`src/rtl/car_frame_sequencer.sv`:
```
// Per-frame erase/move/draw sequencer for the car sprite.
// Define CAR_WRAP_EN for toroidal wrap at the screen edges; the default build clamps instead.
module car_frame_sequencer #(
    parameter int unsigned TICK_CYCLES = 833333,
    parameter int unsigned STEP        = 1,
    parameter int unsigned CAR_SIZE    = 20,
    parameter int unsigned SCREEN_W    = 160,
    parameter int unsigned SCREEN_H    = 120,
    parameter int unsigned START_X     = 70,
    parameter int unsigned START_Y     = 50
) (
    input  logic       clk,
    input  logic       resetn,
    input  logic       go,
    input  logic       key_left,
    input  logic       key_right,
    input  logic       key_up,
    input  logic       key_down,
    input  logic       erase_done,
    input  logic       draw_done,
    output logic       erase_en,
    output logic       draw_en,
    output logic [7:0] car_x,
    output logic [6:0] car_y,
    output logic       busy,
    output logic       overrun
);

    localparam int unsigned CntW = (TICK_CYCLES > 1) ? $clog2(TICK_CYCLES) : 1;
    localparam logic [CntW-1:0] TickLast = CntW'(TICK_CYCLES - 1);
    localparam logic signed [8:0] MaxX  = 9'(SCREEN_W - CAR_SIZE);
    localparam logic signed [8:0] MaxY  = 9'(SCREEN_H - CAR_SIZE);
    localparam logic signed [8:0] StepS = 9'(STEP);

    typedef enum logic [2:0] {
        StIdle,
        StWaitTick,
        StErase,
        StMove,
        StDraw
    } state_e;

    state_e          state_q, state_d;
    logic [CntW-1:0] cnt_q, cnt_d;
    logic [3:0]      keys_q, keys_d;  // {left, right, up, down}
    logic [7:0]      car_x_q, car_x_d;
    logic [6:0]      car_y_q, car_y_d;
    logic            erase_en_q, erase_en_d;
    logic            draw_en_q, draw_en_d;
    logic            busy_q, busy_d;
    logic            overrun_q, overrun_d;
    logic            tick;
    logic            any_key;

    // One axis update: opposing keys cancel, then clamp or wrap into 0..max_pos.
    function automatic logic signed [8:0] next_pos(input logic signed [8:0] pos,
                                                   input logic inc, input logic dec,
                                                   input logic signed [8:0] max_pos);
        logic signed [8:0] sum;
        sum = pos;
        if (inc && !dec) begin
            sum = pos + StepS;
        end else if (dec && !inc) begin
            sum = pos - StepS;
        end
`ifdef CAR_WRAP_EN
        if (sum > max_pos) begin
            sum = sum - (max_pos + 9'sd1);
        end else if (sum < 9'sd0) begin
            sum = sum + (max_pos + 9'sd1);
        end
`else
        if (sum > max_pos) begin
            sum = max_pos;
        end else if (sum < 9'sd0) begin
            sum = 9'sd0;
        end
`endif
        return sum;
    endfunction

    assign tick    = (cnt_q == TickLast);
    assign cnt_d   = tick ? '0 : cnt_q + 1'b1;
    assign any_key = key_left | key_right | key_up | key_down;

    always_comb begin
        state_d   = state_q;
        keys_d    = keys_q;
        car_x_d   = car_x_q;
        car_y_d   = car_y_q;
        // busy_q mirrors the current state, so this flags a tick dropped mid-sequence.
        overrun_d = overrun_q | (tick & busy_q);
        unique case (state_q)
            StIdle: begin
                if (go) state_d = StDraw;
            end
            StWaitTick: begin
                if (!go) begin
                    state_d = StIdle;
                end else if (tick && any_key) begin
                    keys_d  = {key_left, key_right, key_up, key_down};
                    state_d = StErase;
                end
            end
            StErase: begin
                if (erase_done) state_d = StMove;
            end
            StMove: begin
                car_x_d = 8'(next_pos($signed({1'b0, car_x_q}), keys_q[2], keys_q[3], MaxX));
                car_y_d = 7'(next_pos($signed({2'b0, car_y_q}), keys_q[0], keys_q[1], MaxY));
                state_d = StDraw;
            end
            StDraw: begin
                if (draw_done) state_d = StWaitTick;
            end
            default: state_d = StIdle;
        endcase
        erase_en_d = (state_d == StErase);
        draw_en_d  = (state_d == StDraw);
        busy_d     = (state_d == StErase) || (state_d == StMove) || (state_d == StDraw);
    end

    always_ff @(posedge clk) begin
        if (!resetn) begin
            state_q    <= StIdle;
            cnt_q      <= '0;
            keys_q     <= '0;
            car_x_q    <= 8'(START_X);
            car_y_q    <= 7'(START_Y);
            erase_en_q <= 1'b0;
            draw_en_q  <= 1'b0;
            busy_q     <= 1'b0;
            overrun_q  <= 1'b0;
        end else begin
            state_q    <= state_d;
            cnt_q      <= cnt_d;
            keys_q     <= keys_d;
            car_x_q    <= car_x_d;
            car_y_q    <= car_y_d;
            erase_en_q <= erase_en_d;
            draw_en_q  <= draw_en_d;
            busy_q     <= busy_d;
            overrun_q  <= overrun_d;
        end
    end

    assign erase_en = erase_en_q;
    assign draw_en  = draw_en_q;
    assign car_x    = car_x_q;
    assign car_y    = car_y_q;
    assign busy     = busy_q;
    assign overrun  = overrun_q;

endmodule

```
`config.mk`:
```
export PLATFORM = sky130hd
export DESIGN_NAME = car_frame_sequencer
export DESIGN_NICKNAME = d
export VERILOG_FILES = /design/src/rtl/car_frame_sequencer.sv
export SDC_FILE = /design/constraint.sdc
export NUM_CORES = 1
export LEC_CHECK = 0
export CORE_MARGIN = 2
export CORE_UTILIZATION = 45
export CTS_CLUSTER_DIAMETER = 30
export DETAILED_ROUTE_END_ITERATION = 8
export PLACE_DENSITY = 0.66
export SLEW_MARGIN = 0
export SYNTH_ARGS = -nofsm -noshare
export SYNTH_HDL_FRONTEND = slang
export SYNTH_SLANG_ARGS = --single-unit
export TNS_END_PERCENT = 30
```
`constraint.sdc`:
```
create_clock -name clk -period 3.9 [get_ports clk]
set_clock_uncertainty 0.1 [all_clocks]
set_input_delay 0.585 -clock clk [delete_from_list [all_inputs] [get_ports clk]]
set_output_delay 0.585 -clock clk [all_outputs]
set_load 0.03 [all_outputs]
```
==> results.md, run 1 <==
- CP endpoint kind: register
- Lkg Pwr: 1.114 nW
- Crit path kind: reg -> reg
- Fraction of layout cells with a size suffix above 1: 6.034%
- Yosys cell types: 65
- CTS sink count: 46
- IO Count: 28
- Worst-path cell chain: or4b_2 > o22a_1 > xnor2_1 > a2111oi_0 > o21ai_0 > o311ai_1
- Worst-skew pair later-pin latency: 0.31 ns
- Crit Path Max Fanout: 9
- Max-slew violations: 0
- Area Overhead vs Synth: 15.93%
- Register area: 920.9 µm²
- RSZ-0062 raised after global routing: false
- Hold Path Class: reg -> reg
- Initial Util: 45.92%
- #FFs+latches synth: 46
- Clock transition at the registers of the reported paths: 0.09 ns
- Setup TNS Final: 0 ns
- Worst-margin pin slew: 0.8662 ns
- Pwr/cell area: 283.6 nW/µm²
- Port bufs: 27
- CTS tree: done
- # Max-Cap Violations: 0
- Pre-Repair DR Iteration Count: 4
- CTS Buf Count: 5
- Die footprint: 6604 µm²
- Vias in the first global route: 2273
- # DRC: 0
- Syn Area/Cell: 8.291 µm²
- Async set-reset flop share out of synthesis: 0%
- Root Buffer: clkbuf_8
- Resize count post-CTS: 0
- Area of the multi-input gates: 1644 µm²
- Worst path max stage delay: 0.77 ns
- Avg WL per Cell: 14.44 µm
- Die W: 81.27 µm
- Final period util: 77.63%
- Vias: 2454
- Total Wirelength: 6.107 mm
- CTS max path bufs: 2
- Syn Inst Count: 324
- Setup crit start: car_y[2]
- Via-per-instance ratio: 5.801
- H-tree depth: 2
- CTS Hold Bufs: 0
- Sequential element share of the synthesized area: 34.28%
- Final setup violation count: 0
- Iter 0 DRT Violations: 137
- CP bufs+invs: 0
- Post-synthesis instance area: 2686 µm²
- Gpl congestion: 0.8749
- Gr usage total: 20.15%
- Synth Flop Type: dfxtp_1
- CP arrival: 3.14 ns
- Postcts setup bufs: 0
- DP HPWL: 4.387 mm
- First-pass GRT wire length: 10.45 mm
- Maximum clock frequency: 0.3303 GHz
- Fin. Hold Viols: 0
- Worst hold slack: 0.3832 ns
- Final design utilization: 53.23%
- CP Launch Type: register
- Syn_nets: 339
- Yosys Warn Count: 0
- Slowest CP cell: a2111oi_0
- Die height: 81.27 µm
- Min cycle time layout: 3.027 ns
- Fillers: 547
- Reg-to-reg startpoint: car_y[2]
- Area of the core: 5851 µm²
- Max_slew headroom: 40.76%
- Worst path top cell family by delay: compound AO/OA/AOI/OAI gates
- Post-synth EDFFs: 0
- Total grt overflow: 0
- Status: completed
- Antenna viol nets, final: 0
- Largest net degree at the start of global routing: 31
- NumNets Final: 362
- Required time worst endpoint: 4.02 ns
- # rows: 28
- Maximum VDD drop: 0.1895 mV
- Initial antenna violation count: 0
- Ant. Diodes: 0
- Hold_sp: cnt_q[0]
[Yosys cell counts, types with 9 or more instances]
cell	number	share of area, %
nor2_1	36	5.0
nand3_1	15	2.8
nand4_1	12	2.8
nor2b_1	9	2.1
dfxtp_1	46	34
inv_1	16	2.2
clkbuf_1	10	1.4
xor2_1	12	3.9
nor3_1	10	1.9
o21ai_0	11	2.0
xnor2_1	12	3.9
nand2_1	20	2.8
[through the flow]
step	power (mW)	cell area, µm²	std cells	setup slack (ns)
after floorplan	0.5134	2686	324	0.9893
after global placement	0.5326	3004	415	0.9015
after detailed placement	0.5330	3004	415	0.9463
after CTS	0.8955	3114	423	0.9057
after global routing	0.9191	3114	423	0.5902
final	0.8833	3114	423	0.8726
[report_power, final]
group          switching (mW)  internal, mW  total (mW)
Sequential            0.00530         0.475       0.481
Clock                   0.170         0.191       0.362
Combinational          0.0218        0.0191      0.0409
[layout make-up]
class | instances | area share, %
Clock buffer | 6 | 2.330
Clock inverter | 2 | 1.205
Inverter | 16 | 1.928
Multi-Input combinational cell | 249 | 52.79
Sequential cell | 46 | 29.57
Tap cell | 75 | 3.013
Timing Repair Buffer | 29 | 9.160
[logic make-up after synthesis]
kind of cell             Yosys count  share of synthesized area [%]
AND/OR/NAND/NOR                  151                          31.02
AO/OA/AOI/OAI                     62                          17.28
multiplexers                       6                          2.282
buffers and inverters             29                          4.518
adder cells (fa/ha/maj)            6                          2.795
XOR/XNOR                          24                          7.825
flip-flops                        46                          34.28
[final timing paths]
kind | to | slack [ns] | depth (start not counted)
worst max-delay path | car_y[1] | 0.87 | 6
worst min register to register | cnt_q[0] | 0.38 | 1
worst min-delay path | cnt_q[0] | 0.38 | 1
worst max register to register | car_y[1] | 0.87 | 6
[sequential cells by signal, indices dropped and copies added (netlist names)]
name	count
car_x	8
car_y	7
cnt_q	20
state_q	3
keys_q	4
busy	1
overrun	1
erase_en	1
draw_en	1
[per-layer routing]
| layer | vias to the layer above | wire length, µm | GRT usage, % |
|---|---|---|---|
| li1 | 1227 | - | - |
| met2 | 60 | 2680 | 30.49 |
| met5 | - | 0 | 0 |
| met3 | 6 | 234 | 3.667 |
| met4 | 0 | 88 | 8.475 |
| met1 | 1161 | 3103 | 28.04 |
[layout by cell type (no fill, tap or decap), drive strengths merged, types with 7 or more instances in the layout]
cell,instances
dfxtp,46
nand2,20
nor2b,9
nand3,15
xor2,12
clkdlybuf4s50,27
inv,16
nor2,37
nor3,10
and3,7
xnor2,12
o21ai,11
nand4,12
(Power assumes the default switching activity.)
==> run 2: changes to the inputs <==
==> constraint.sdc (replaced) <==
create_clock -name clk -period 3 [get_ports clk]
set_clock_uncertainty 0.1 [all_clocks]
set_input_delay 0.45 -clock clk [delete_from_list [all_inputs] [get_ports clk]]
set_output_delay 0.45 -clock clk [all_outputs]
set_load 0.03 [all_outputs]
==> run 2 against run 1 <==
Die area unchanged. Clock power is 29% higher. Combinational power increased by 32%. Utilization is 0.92 points higher. Sequential cell count stayed put. Count of clock-buffer cells in the layout stayed put. First-iteration DRC count up 2.9%. Design area increased by 1.7%. Wire length grew 0.28%. Worst setup slack got worse by 0.59 ns. Sequential share of layout area shrank 0.50 points. Critical endpoint unchanged.
==> results.md, run 2 (synthesized netlist as in run 1, its figures left out) <==
- Area Overhead vs Synth: 17.93%
- Initial Util: 45.92% (unchanged)
- Combinational power share: 4.7% (about the same)
- Clock transition at the registers of the reported paths: 0.09 ns (about the same)
- First-pass GRT wire length: 10.48 mm (+0.27%)
- CP Launch Type: register
- Flop pwr share: 54.5% (about the same)
- Worst hold slack: 0.3818 ns (-0.001373 ns)
- Maximum VDD drop: 0.2026 mV (+6.9%)
- Post-Place Setup Slack: 0.1938 ns (-0.7525 ns)
- H-tree depth: 2 (unchanged)
- CTS sink count: 46 (unchanged)
- IO Count: 28 (unchanged)
- Total grt overflow: 0 (unchanged)
- Fillers: 558 (+2.0%)
- Crit path kind: reg -> reg
- NumNets Final: 369 (+1.9%)
- Clk pwr share: 40.8% (-0.2 points)
- Fraction of layout cells with a size suffix above 1: 7.887% (+1.9 points)
- Ant. Diodes: 0 (unchanged)
- Hold Path End: cnt_q[0]
- Max_slew headroom: 48.41% (+7.6 points)
- Pwr/cell area: 361.8 nW/µm² (+28%)
- Worst-path cell chain: or4b_2 > o22a_1 > xnor2_1 > a2111oi_1 > o21ai_0 > o311ai_1
- Net Sw Frac: 22.20% (-0.15 points)
- Biggest register: cnt_q
- Crit Path Max Fanout: 6 (-3)
- CTS Buf Count: 5 (unchanged)
- Worst-skew pair later-pin latency: 0.30 ns (about the same)
- Setup TNS Final: 0 ns (unchanged)
- Postcts setup bufs: 0 (unchanged)
- Final period util: 90.74% (+13 points)
- Reg2reg end: car_y[1]
- Final setup violation count: 0 (unchanged)
- WHS Path Cells: 1 (unchanged)
- Register area: 920.9 µm² (unchanged)
- Die height: 81.27 µm (unchanged)
- Root Buffer: clkbuf_8
- Pre-Repair DR Iteration Count: 4 (unchanged)
- CTS max path bufs: 2 (unchanged)
- Commonest non-fill, non-tap cell in the layout: dfxtp_1
- DP HPWL: 4.594 mm (+4.7%)
- # DRC: 0 (unchanged)
- Iter 0 DRT Violations: 141 (+2.9%)
- Worst-margin pin slew: 0.7686 ns (-0.09754 ns)
- CP arrival: 2.84 ns (-0.30 ns)
- Vias in the first global route: 2256 (-0.75%)
- P_int: 0.8916 mW (+30%)
- Most frequent cells in the layout: dfxtp_1, nor2_1, clkdlybuf4s50_1
- Maximum clock frequency: 0.3673 GHz (+11%)
- Largest net degree at the start of global routing: 20 (-35%)
- Antenna viol nets, final: 0 (unchanged)
- Flop2flop setup slack: 0.28 ns (-0.59 ns)
- CTS Hold Bufs: 0 (unchanged)
- Required time worst endpoint: 3.11 ns (-0.91 ns)
- Power consumption: 1.146 mW (+30%)
- Worst path max stage delay: 0.70 ns (-0.07 ns)
- Setup ws final: 0.2778 ns (-0.5948 ns)
- Port bufs: 27 (unchanged)
- Fin. Hold Viols: 0 (unchanged)
- Status: completed
- Area of the multi-input gates: 1645 µm² (about the same)
- R2R depth: 6 (unchanged)
- Gr usage total: 19.96% (-0.20 points)
- Via-per-instance ratio: 5.744 (-0.99%)
- Hold Path Class: reg -> reg
- CTS tree: done
- Lkg Pwr: 1.150 nW (+3.3%)
- CP endpoint kind: register
- Total Wirelength: 6.124 mm (+0.28%)
- Die W: 81.27 µm (unchanged)
- Gpl congestion: 0.8710 (-0.45%)
- RSZ-0062 raised after global routing: false
- Slowest CP cell: or4b_2
- Max reg flops: 20 (unchanged)
- Min cycle time layout: 2.722 ns (-0.3052 ns)
- Vias: 2470 (+0.65%)
- # rows: 28 (unchanged)
- Die footprint: 6604 µm² (unchanged)
- P_sw: 0.2545 mW (+29%)
- Hold_sp: cnt_q[0]
- # Max-Cap Violations: 0 (unchanged)
- Avg WL per Cell: 14.24 µm (-1.4%)
- Area of the core: 5851 µm² (unchanged)
- Initial antenna violation count: 0 (unchanged)
- Max-slew violations: 0 (unchanged)
- Reg-to-reg startpoint: car_y[3]
-- run 2: cell types whose count changed in the layout (fill, tap and decap cells not counted), sizes merged --
cell,previous run,this run
buf,2,9
-- run 2: worst max-delay path by stage --
stage / from / endpoint / slack [ns] / cells after the start
2_1_floorplan: car_y[2] / car_y[1] / 0.09 / 7
3_3_place_gp: car_y[3] / car_y[1] / 0.30 / 6
3_5_place_dp: car_y[3] / car_y[1] / 0.19 / 6
4_1_cts: car_y[3] / car_y[1] / 0.16 / 6
5_1_grt: car_y[3] / car_y[1] / 0.1 / 6
6_report: car_y[3] / car_y[1] / 0.28 / 6
-- run 2: layer usage --
layer	part of all wire, %	up-vias	GRT usage [%]
met1	50	1159	28.28
met4	1.7	0	7.627
met5	0	-	0
met2	45	53	30.57
li1	-	1248	-
met3	3.8	10	2.778
-- run 2: power groups by stage --
stage	Combinational, mW	Sequential (mW)	Clock [mW]
after floorplan	0.0261	0.641	0
after global placement	0.0540	0.639	0
after detailed placement	0.0545	0.639	0
after CTS	0.0547	0.625	0.481
after global routing	0.0590	0.626	0.496
final	0.0541	0.625	0.467
-- run 2: timing repair --
item / CTS / global route
endpoints found under the hold margin: 0 / 0
gates resized for setup: 0 / 1
setup endpoints to repair: 0 / 1
-- run 2: area by class of cell --
type                            instances  share of cell area (%)
Clock inverter                          2                   1.185
Tap cell                               75                   2.962
Inverter                               16                   1.896
Timing Repair Buffer                   36                   10.66
Sequential cell                        46                   29.07
Multi-Input combinational cell        249                   51.94
Clock buffer                            6                   2.291
-- run 2: stage by stage --
| stage | instance area [µm²] | utilization [%] | instances |
|---|---|---|---|
| 6_report | 3168 | 54.15 | 430 |
| 3_3_place_gp | 3057 | 52.25 | 422 |
| 3_5_place_dp | 3057 | 52.25 | 422 |
| 5_1_grt | 3168 | 54.15 | 430 |
| 4_1_cts | 3167 | 54.13 | 430 |
| 2_1_floorplan | 2686 | - | 324 |
-- run 2: worst max-delay path, delay by kind of cell, from the launching register on --
kind / cells / cell delay [ns]
AND/OR/NAND/NOR: 1 / 0.70
XOR/XNOR: 1 / 0.13
flip-flops: 1 / 0.37
AO/OA/AOI/OAI: 4 / 1.32
==> run 3: changes to the inputs <==
--- a/config.mk
+++ b/config.mk
@@ -9,6 +9,7 @@
 export CORE_UTILIZATION = 45
 export CTS_CLUSTER_DIAMETER = 30
 export DETAILED_ROUTE_END_ITERATION = 8
+export GPL_ROUTABILITY_DRIVEN = 0
 export PLACE_DENSITY = 0.66
 export SLEW_MARGIN = 0
 export SYNTH_ARGS = -nofsm -noshare
==> results of run 3 <==
Same layout as run 2: the final DEF is identical, and so are final timing and power.
